**src/rtl/label_frame_writer_if.sv**
```systemverilog
// rtl/label_frame_writer_if.sv - label stream input and label RAM write port bundle
interface label_frame_writer_if #(
    parameter int ADDR_W  = 17,
    parameter int LABEL_W = 3
);
    logic               in_valid;
    logic               in_sof;
    logic [LABEL_W-1:0] in_label;
    logic               in_ready;
    logic               we;
    logic [ADDR_W-1:0]  w_addr;
    logic [LABEL_W-1:0] write_data;

    // Label source side: drives beats, observes the RAM write port
    modport master (
        output in_valid, in_sof, in_label,
        input  in_ready, we, w_addr, write_data
    );

    // Frame writer side: consumes beats, drives the RAM write port
    modport slave (
        input  in_valid, in_sof, in_label,
        output in_ready, we, w_addr, write_data
    );
endinterface

```
**src/rtl/label_frame_writer.sv**
```systemverilog
// rtl/label_frame_writer.sv - label stream to linear label RAM writes with clear sweep
module label_frame_writer #(
    parameter int H_RES       = 320,
    parameter int V_RES       = 240,
    parameter int ADDR_W      = 17,
    parameter int LABEL_W     = 3,
    parameter int CLEAR_LABEL = 0
) (
    input  logic                 clk,
    input  logic                 reset,
    input  logic                 clear_req,
    label_frame_writer_if.slave  bus,
    output logic                 busy,
    output logic                 frame_done,
    output logic                 frame_err
);
    localparam logic [ADDR_W-1:0]  LAST  = ADDR_W'(H_RES * V_RES - 1);
    localparam logic [ADDR_W-1:0]  NPIX  = ADDR_W'(H_RES * V_RES);
    localparam logic [LABEL_W-1:0] CLR_V = LABEL_W'(CLEAR_LABEL);

    typedef enum logic [1:0] {IDLE, WAIT_SOF, WRITE, CLEAR} state_t;

    state_t              state_q, state_d;
    logic [ADDR_W-1:0]   cnt_q, cnt_d;
    logic [ADDR_W-1:0]   addr_q, addr_d;
    logic [LABEL_W-1:0]  data_q, data_d;
    logic                we_q, we_d;
    logic                ready_q, ready_d;
    logic                busy_q, busy_d;
    logic                last_q, last_d;
    logic                done_q, done_d;
    logic                err_q, err_d;
    logic                accept;

    // A clear request masks ready in the same cycle so no beat slips in ahead of the sweep
    assign bus.in_ready   = ready_q & ~clear_req;
    assign accept         = bus.in_valid & bus.in_ready;
    assign bus.we         = we_q;
    assign bus.w_addr     = addr_q;
    assign bus.write_data = data_q;
    assign busy           = busy_q;
    assign frame_done     = done_q;
    assign frame_err      = err_q;

    // State and registered outputs
    always_ff @(posedge clk or posedge reset) begin
        if (reset) begin
            state_q <= IDLE;
            cnt_q   <= '0;
            addr_q  <= '0;
            data_q  <= '0;
            we_q    <= 1'b0;
            ready_q <= 1'b0;
            busy_q  <= 1'b0;
            last_q  <= 1'b0;
            done_q  <= 1'b0;
            err_q   <= 1'b0;
        end else begin
            state_q <= state_d;
            cnt_q   <= cnt_d;
            addr_q  <= addr_d;
            data_q  <= data_d;
            we_q    <= we_d;
            ready_q <= ready_d;
            busy_q  <= busy_d;
            last_q  <= last_d;
            done_q  <= done_d;
            err_q   <= err_d;
        end
    end

    // Next state and next output values; frame_done trails the LAST write by one cycle via last_q
    always_comb begin
        state_d = state_q;
        cnt_d   = cnt_q;
        addr_d  = addr_q;
        data_d  = data_q;
        we_d    = 1'b0;
        busy_d  = 1'b0;
        last_d  = 1'b0;
        done_d  = last_q;
        err_d   = 1'b0;
        if (clear_req) begin
            state_d = CLEAR;
            cnt_d   = ADDR_W'(1);
            we_d    = 1'b1;
            addr_d  = '0;
            data_d  = CLR_V;
            busy_d  = 1'b1;
            done_d  = 1'b0;
        end else begin
            case (state_q)
                IDLE: state_d = WAIT_SOF;
                WAIT_SOF: begin
                    if (accept && bus.in_sof) begin
                        we_d    = 1'b1;
                        addr_d  = '0;
                        data_d  = bus.in_label;
                        cnt_d   = ADDR_W'(1);
                        state_d = WRITE;
                    end
                end
                WRITE: begin
                    if (accept) begin
                        we_d   = 1'b1;
                        data_d = bus.in_label;
                        if (bus.in_sof) begin
                            addr_d = '0;
                            cnt_d  = ADDR_W'(1);
                            err_d  = 1'b1;
                        end else begin
                            addr_d = cnt_q;
                            if (cnt_q == LAST) begin
                                cnt_d   = '0;
                                last_d  = 1'b1;
                                state_d = WAIT_SOF;
                            end else begin
                                cnt_d = cnt_q + ADDR_W'(1);
                            end
                        end
                    end
                end
                CLEAR: begin
                    // cnt_q holds the next sweep address; reaching NPIX means LAST is already out
                    if (cnt_q == NPIX) begin
                        cnt_d   = '0;
                        state_d = WAIT_SOF;
                    end else begin
                        we_d   = 1'b1;
                        addr_d = cnt_q;
                        data_d = CLR_V;
                        busy_d = 1'b1;
                        cnt_d  = cnt_q + ADDR_W'(1);
                    end
                end
                default: state_d = IDLE;
            endcase
        end
        ready_d = (state_d == WAIT_SOF) || (state_d == WRITE);
    end
endmodule

```
**src/flat_wrapper.sv**
```systemverilog
// flat-port wrapper written by rule: the top's interface ports become plain ports
module label_frame_writer_flat 
#(
    parameter int H_RES       = 320,
    parameter int V_RES       = 240,
    parameter int ADDR_W      = 17,
    parameter int LABEL_W     = 3,
    parameter int CLEAR_LABEL = 0
)
  (clk, reset, clear_req, busy, frame_done, frame_err, bus_in_valid, bus_in_sof, bus_in_label, bus_in_ready, bus_we, bus_w_addr, bus_write_data);
  label_frame_writer_if #(.ADDR_W(ADDR_W), .LABEL_W(LABEL_W)) bus_i ();
  input  logic clk;
  input  logic reset;
  input  logic clear_req;
  output logic busy;
  output logic frame_done;
  output logic frame_err;
  input wire logic [$bits(bus_i.in_valid)-1:0] bus_in_valid;
  input wire logic [$bits(bus_i.in_sof)-1:0] bus_in_sof;
  input wire logic [$bits(bus_i.in_label)-1:0] bus_in_label;
  output wire logic [$bits(bus_i.in_ready)-1:0] bus_in_ready;
  output wire logic [$bits(bus_i.we)-1:0] bus_we;
  output wire logic [$bits(bus_i.w_addr)-1:0] bus_w_addr;
  output wire logic [$bits(bus_i.write_data)-1:0] bus_write_data;
  assign bus_i.in_valid = bus_in_valid;
  assign bus_i.in_sof = bus_in_sof;
  assign bus_i.in_label = bus_in_label;
  assign bus_in_ready = bus_i.in_ready;
  assign bus_we = bus_i.we;
  assign bus_w_addr = bus_i.w_addr;
  assign bus_write_data = bus_i.write_data;
  label_frame_writer #(.H_RES(H_RES), .V_RES(V_RES), .ADDR_W(ADDR_W), .LABEL_W(LABEL_W), .CLEAR_LABEL(CLEAR_LABEL)) u_core (.clk(clk), .reset(reset), .clear_req(clear_req), .bus(bus_i), .busy(busy), .frame_done(frame_done), .frame_err(frame_err));
endmodule
```
**config.mk**
```make
export PLATFORM = sky130hd
export DESIGN_NAME = label_frame_writer_flat
export DESIGN_NICKNAME = d
export VERILOG_FILES = /design/src/rtl/label_frame_writer_if.sv /design/src/rtl/label_frame_writer.sv /design/src/flat_wrapper.sv
export SDC_FILE = /design/constraint.sdc
export NUM_CORES = 1
export LEC_CHECK = 0
export ABC_CLOCK_PERIOD_IN_PS = 3400
export BUFFER_PORTS_ARGS = -buffer_cell sky130_fd_sc_hd__buf_2
export CORE_UTILIZATION = 35
export DETAILED_ROUTE_END_ITERATION = 8
export PLACE_DENSITY_LB_ADDON = 0.05
export SLEW_MARGIN = 15
export SYNTH_ARGS = -nofsm -noshare
export SYNTH_HDL_FRONTEND = slang
export SYNTH_SLANG_ARGS = --single-unit
export TNS_END_PERCENT = 20
```
**constraint.sdc**
```tcl
create_clock -name clk -period 3.4 [get_ports clk]
set_clock_uncertainty 0.2 [all_clocks]
set_input_delay 0.17 -clock clk [delete_from_list [all_inputs] [get_ports clk]]
set_output_delay 0.17 -clock clk [all_outputs]
set_load 0.02 [all_outputs]
```
==> metrics.txt, run 1 <==
Vias/cell roughly 5.4; Cells after Synth 259; vias in the first global route roughly 2,000; Post-Syn Area 2376 µm²; global-route wire length before repair about 10 mm; sequential fraction of the synthesis area 47.39%; Critical Path Max Stage Delay roughly 0.66 ns; Max Transition Viols Final 0; Final Setup Violations 0; CP max FO 16; post-CTS setup buffer count 0; CTS Buf Count 5; worst reg-to-reg setup slack approximately 0.93 ns; CTS tree built; Crit path required time 3.39 ns; #FFs+latches synth 45; critical path endpoint u_core.cnt_q[3]; Die Wd 84.40 µm; initial DRC count 200; total die area 7123 µm²; Worst EP arrival 2.46 ns; drt first pass iters 6; max cap viols 0; Post-synth EDFFs 0; RSZ-0062 raised after global routing no; Area growth, synth to finish 14.90%; Net count, final between 300 and 400; final wirelength 6.022 mm; Max-slew headroom 34.85%; Inserted Diodes 0; DIE HEIGHT ~84 µm; Port Buffers 32; PwrDens 364.8 nW/µm²; Initial Util between 30 and 40%; layout cell share with drive strength beyond 1 20.14%; initial antenna violation count 0; share of flip-flops with an asynchronous set or reset 100.0%; Setup CP Type reg -> reg; Top Ports 33; final hold viol count 0; Leak 1.175 nW; post-CTS resize count 0; CP endpoint kind flop; Rows 29; Clock transition at path regs 0.09 ns; Core ar. 6459 µm²; Worst Reg-to-Reg Cells 6; Final ANT Viol Nets 0; finished layout cell area 2730 µm²; period utilization 72.64%; H-tree depth 2; Synth warnings 0; GPL Wtd Cong 0.7897; worst flop-to-flop path startpoint u_core.cnt_q[1]; worst-margin pin slew 0.9758 ns; total congestion overflow 0; cells along the critical path ha_1, nand3_2, nor4_4, a211oi_4, o21ai_2, o311ai_0; clk_lat worst skew 0.30 ns; post-layout min period between 2 and 2.5 ns; WP buf/inv 0; startpoint type of the worst setup path flop; Area after DPL 2555 µm²; Critical Path Stages 6; violated checks design-rule violations; Synth Flop Type dfrtp_1; TritonCTS sink count 45; RR Endpoint u_core.cnt_q[3]; Fmax 404.9 MHz; slowest stage cell, crit path a211oi_4; setup TNS 0 ns; hold path depth 4; pin count of the biggest net entering global routing 46; Unique masters post-synth 49; drt drc 6; outcome finished with violations; wire per inst 16.28 µm; Max Root-Sink Buffers 2; Worst Setup SP u_core.cnt_q[1]; Detail Placement HPWL 4.091 mm; net count after synthesis 269; Avg Cell Area, Syn around 9 µm²; CTS Root Cell clkbuf_8; Max rail drop VDD 0.1206 mV; worst hold path type in -> reg; detailed-route via count between 1,500 and 2,000; Total GRT Usage 18.63%; delay-heaviest family, CP compound AO/OA/AOI/OAI gates
## tightest hold or removal path: stages
cell     delay, ns
buf_2         0.16
inv_1         0.07
nand2_1       0.06
nor3_1        0.04
## what timing repair did
item | 4_1_cts | 5_1_grt
hold endpoints to repair | 51 | 0
endpoints found under the setup margin | 0 | 0
hold buffers | 7 | 0
## area by class of cell
class	instances	area, µm²
inverters	11	41.29
multi-input cells	186	1101
well taps	77	96.34
clock buffers	7	96.34
flip-flops and latches	45	1126
repair buffers	43	260.3
fillers	653	3729
clock inverters	1	8.758
## layout by cell type (no fill, tap or decap), types with 2 or more instances in the layout
master	n
nor2b_1	2
ha_1	2
o21ai_2	2
nor2_1	9
and4_1	2
buf_2	32
nor3_1	2
dfrtp_1	45
o311ai_1	4
a21oi_1	4
o21ai_0	25
nor4_1	2
mux2i_1	4
clkbuf_8	7
o211ai_1	7
o2111ai_1	12
inv_1	10
dlygate4sd3_1	7
or2_2	2
and3_1	2
nand2_1	71
a41o_1	2
nand3_1	6
buf_4	4
nand2b_1	2
## synth_stat cells (all sizes together), types with 3 or more instances
library cell,n,share of area [%]
and3,4,1.3
o2111ai,12,4.4
nand2,71,11
buf,8,3.0
clkbuf,9,1.5
inv,11,1.7
o311ai,5,1.8
dfrtp,45,47
a21oi,6,1.9
nand3,7,1.7
nor4,3,1.4
mux2i,4,1.7
o211ai,7,2.2
o21ai,28,6.2
nor2,9,1.4
## routing by layer
metal	GRT usage (%)	vias to the layer above	share of wire, %
li1	-	985	-
met1	25.17	955	47
met2	30.77	43	48
met3	3.048	8	3.4
met4	5.855	0	1.2
met5	0	-	0
## metrics by stage
| stage | hold slack, ns | setup slack, ns | instances | util, % | power, mW |
|---|---|---|---|---|---|
| 2_1_floorplan | 0.1052 | 1.304 | 259 | - | 0.5980 |
| 3_3_place_gp | 0.2161 | 1.015 | 355 | 39.56 | 0.6223 |
| 3_5_place_dp | 0.2214 | 0.9266 | 355 | 39.56 | 0.6232 |
| 4_1_cts | 0.03083 | 0.9020 | 370 | 42.27 | 1.014 |
| 5_1_grt | 0.06624 | 0.7138 | 370 | 42.27 | 1.050 |
| 6_report | 0.03885 | 0.9304 | 370 | 42.27 | 0.9958 |
## sequential cells by signal, indices dropped and copies added (netlist names)
| signal | cells |
|---|---|
| u_core.busy | 1 |
| u_core.bus.we | 1 |
| u_core.last_q | 1 |
| u_core.bus.write_data | 3 |
| u_core.frame_done | 1 |
| u_core.state_q | 2 |
| u_core.cnt_q | 17 |
| u_core.ready_q | 1 |
| u_core.frame_err | 1 |
| u_core.bus.w_addr | 17 |
## logic make-up after synthesis
kind of cell,Yosys count,synth area share [%]
simple gates,114,23.75
compound gates,66,19.85
flops,45,47.39
buf+inv,28,6.266
mux,4,1.685
fa+ha+maj,2,1.053
## power by group
group	internal, mW	switching [mW]
sequential	0.542	0.00995
combinational	0.0225	0.0412
clock	0.188	0.192
## how the worst min path moves through the flow
stage / startpoint / end / slack, ns
after floorplan: bus_in_sof / u_core.frame_err / 0.11
after global placement: bus_in_label[1] / u_core.bus.write_data[1] / 0.22
after detailed placement: bus_in_label[0] / u_core.bus.write_data[0] / 0.22
after CTS: bus_in_sof / u_core.last_q / 0.03
after global routing: bus_in_sof / u_core.last_q / 0.07
final: bus_in_sof / u_core.last_q / 0.04
(Power assumes the default switching activity.)
==> run 2, diff against run 1 <==
- ABC_CLOCK_PERIOD_IN_PS: 3400 -> 2200
- clock period: 3.4 -> 2.2 ns (I/O delays scaled with it)
==> metrics.txt, run 2 (synthesis results as in run 1) <==
outcome finished with violations; violated checks design-rule violations; Crit path required time 2.17 ns (-1.22 ns); total congestion overflow 0 (unchanged); Core ar. 6459 µm² (unchanged); Fmax 483.6 MHz (+19%); Clock transition at path regs 0.09 ns (about the same); Detail Placement HPWL 4.706 mm (+15%); pin count of the biggest net entering global routing 42 (-8.7%); finished layout cell area 3042 µm² (+11%); CP max FO 7 (-9); vias in the first global route 2,025 (+2.7%); most frequent cells in the layout nand2_1, dfrtp_1, buf_4, buf_2, o21ai_0; initial DRC count 117 (-42%); detailed-route via count 2,094 (+5.2%); Net count, final 339 (+12%); Register Area 1126 µm² (unchanged); initial antenna violation count 0 (unchanged); total die area 7123 µm² (unchanged); Final Setup Violations 0 (unchanged); # fillers 651 (-0.31%); Cells after DPL 391 (+10%); Port Buffers 32 (unchanged); period utilization 93.99% (+21 points); worst-margin pin slew 0.3739 ns (-0.6019 ns); post-layout min period 2.068 ns (-0.4019 ns); Initial Util 36.79% (unchanged); DIE HEIGHT 84.40 µm (unchanged); H-tree depth 2 (unchanged); cells along the critical path ha_1, nand3_2, nor4_4, a211oi_4, buf_4, o21ai_4, o21ai_0; Max rail drop VDD 0.2167 mV (+80%); layout cell share with drive strength beyond 1 28.79% (+8.7 points); TritonCTS sink count 45 (unchanged); CTS Root Cell clkbuf_8; post-CTS setup buffer count 0 (unchanged); Rows 29 (unchanged); Max Transition Viols Final 0 (unchanged); Area after DPL 2850 µm² (+12%); CP endpoint kind flop; Worst EP arrival 2.04 ns (-0.42 ns); Leak 1.374 nW (+17%); final hold viol count 0 (unchanged); worst flop-to-flop path startpoint u_core.cnt_q[1]; Final Util 47.09% (+4.8 points); worst hold margin 0.1038 ns (+0.06498 ns); Max-slew headroom 75.07% (+40 points); drt drc 6 (unchanged); wire per inst 15.30 µm (-6.0%); max cap viols 0 (unchanged); PwrDens 503.9 nW/µm² (+38%); final wirelength 6.226 mm (+3.4%); drt first pass iters 7 (+1); Area growth, synth to finish 28.01%; GPL Wtd Cong 0.8269 (+4.7%); global-route wire length before repair 10.65 mm (+3.3%); Setup CP Type reg -> reg; area of the multi-input gates 1116 µm² (+1.4%); Max Root-Sink Buffers 2 (unchanged); worst hold path type in -> async; Top Ports 33 (unchanged); CTS Buf Count 5 (unchanged); final non-filler cell total 407 (+10%); RSZ-0062 raised after global routing yes; slowest stage cell, crit path dfrtp_1; Critical Path Max Stage Delay 0.39 ns (-0.27 ns); Total GRT Usage 19.08% (+0.45 points); delay-heaviest family, CP compound AO/OA/AOI/OAI gates; Die Wd 84.40 µm (unchanged); commonest non-fill, non-tap cell in the layout nand2_1; startpoint type of the worst setup path flop; Inserted Diodes 0 (unchanged); clk_lat worst skew 0.30 ns (about the same); overall power 1.533 mW (+54%); Worst Setup SP u_core.cnt_q[1]; WP buf/inv 1 (+1); CTS tree built; Final ANT Viol Nets 0 (unchanged); Vias/cell 5.145 (-4.4%)
[run 2: stage by stage]
stage / TNS [ns] / setup slack, ns
2_1_floorplan: 0 / 0.1041
3_3_place_gp: 0 / 0.08707
4_1_cts: 0 / 0.03364
6_report: 0 / 0.1323
3_5_place_dp: 0 / 0.04174
5_1_grt: -0.001674 / -0.001674
[run 2: area by class of cell]
type | count | share of cell area, %
inverters | 11 | 1.357
repair buffers | 80 | 18.59
clock inverters | 2 | 0.4525
well taps | 77 | 3.167
multi-input cells | 186 | 36.69
flip-flops and latches | 45 | 37.02
clock buffers | 6 | 2.715
[run 2: report_power, final]
| group | switching (mW) | internal (mW) | leakage [nW] |
|---|---|---|---|
| clock | 0.291 | 0.255 | 0.0512 |
| sequential | 0.0101 | 0.838 | 0.601 |
| combinational | 0.0787 | 0.0600 | 0.722 |
[run 2: worst paths after layout]
| path | to | slack (ns) | depth (start not counted) |
|---|---|---|---|
| max reg2reg | u_core.cnt_q[12] | 0.13 | 7 |
| max | u_core.cnt_q[12] | 0.13 | 7 |
| min in group clk | u_core.frame_done | 0.27 | 1 |
| min reg2reg | u_core.frame_done | 0.27 | 1 |
| min | u_core.bus.write_data[0] | 0.10 | 3 |
| max in group asynchronous | u_core.cnt_q[10] | 1.15 | 4 |
[run 2: tightest hold or removal path: cells and delay by family]
| kind | cells | cell delay [ns] |
|---|---|---|
| buf+inv | 3 | 0.90 |
[run 2: timing repair]
action,CTS,global route
endpoints found under the hold margin,55,0
setup endpoints to repair,0,9
gates resized for setup,0,2
hold buffers,8,0
[run 2: routing by layer]
metal,wire (µm),track usage [%],vias up
met2,2861,30.40,37
met1,3087,27.13,988
met3,219,3.245,5
li1,-,-,1064
met4,57,4.622,0
met5,0,0,-
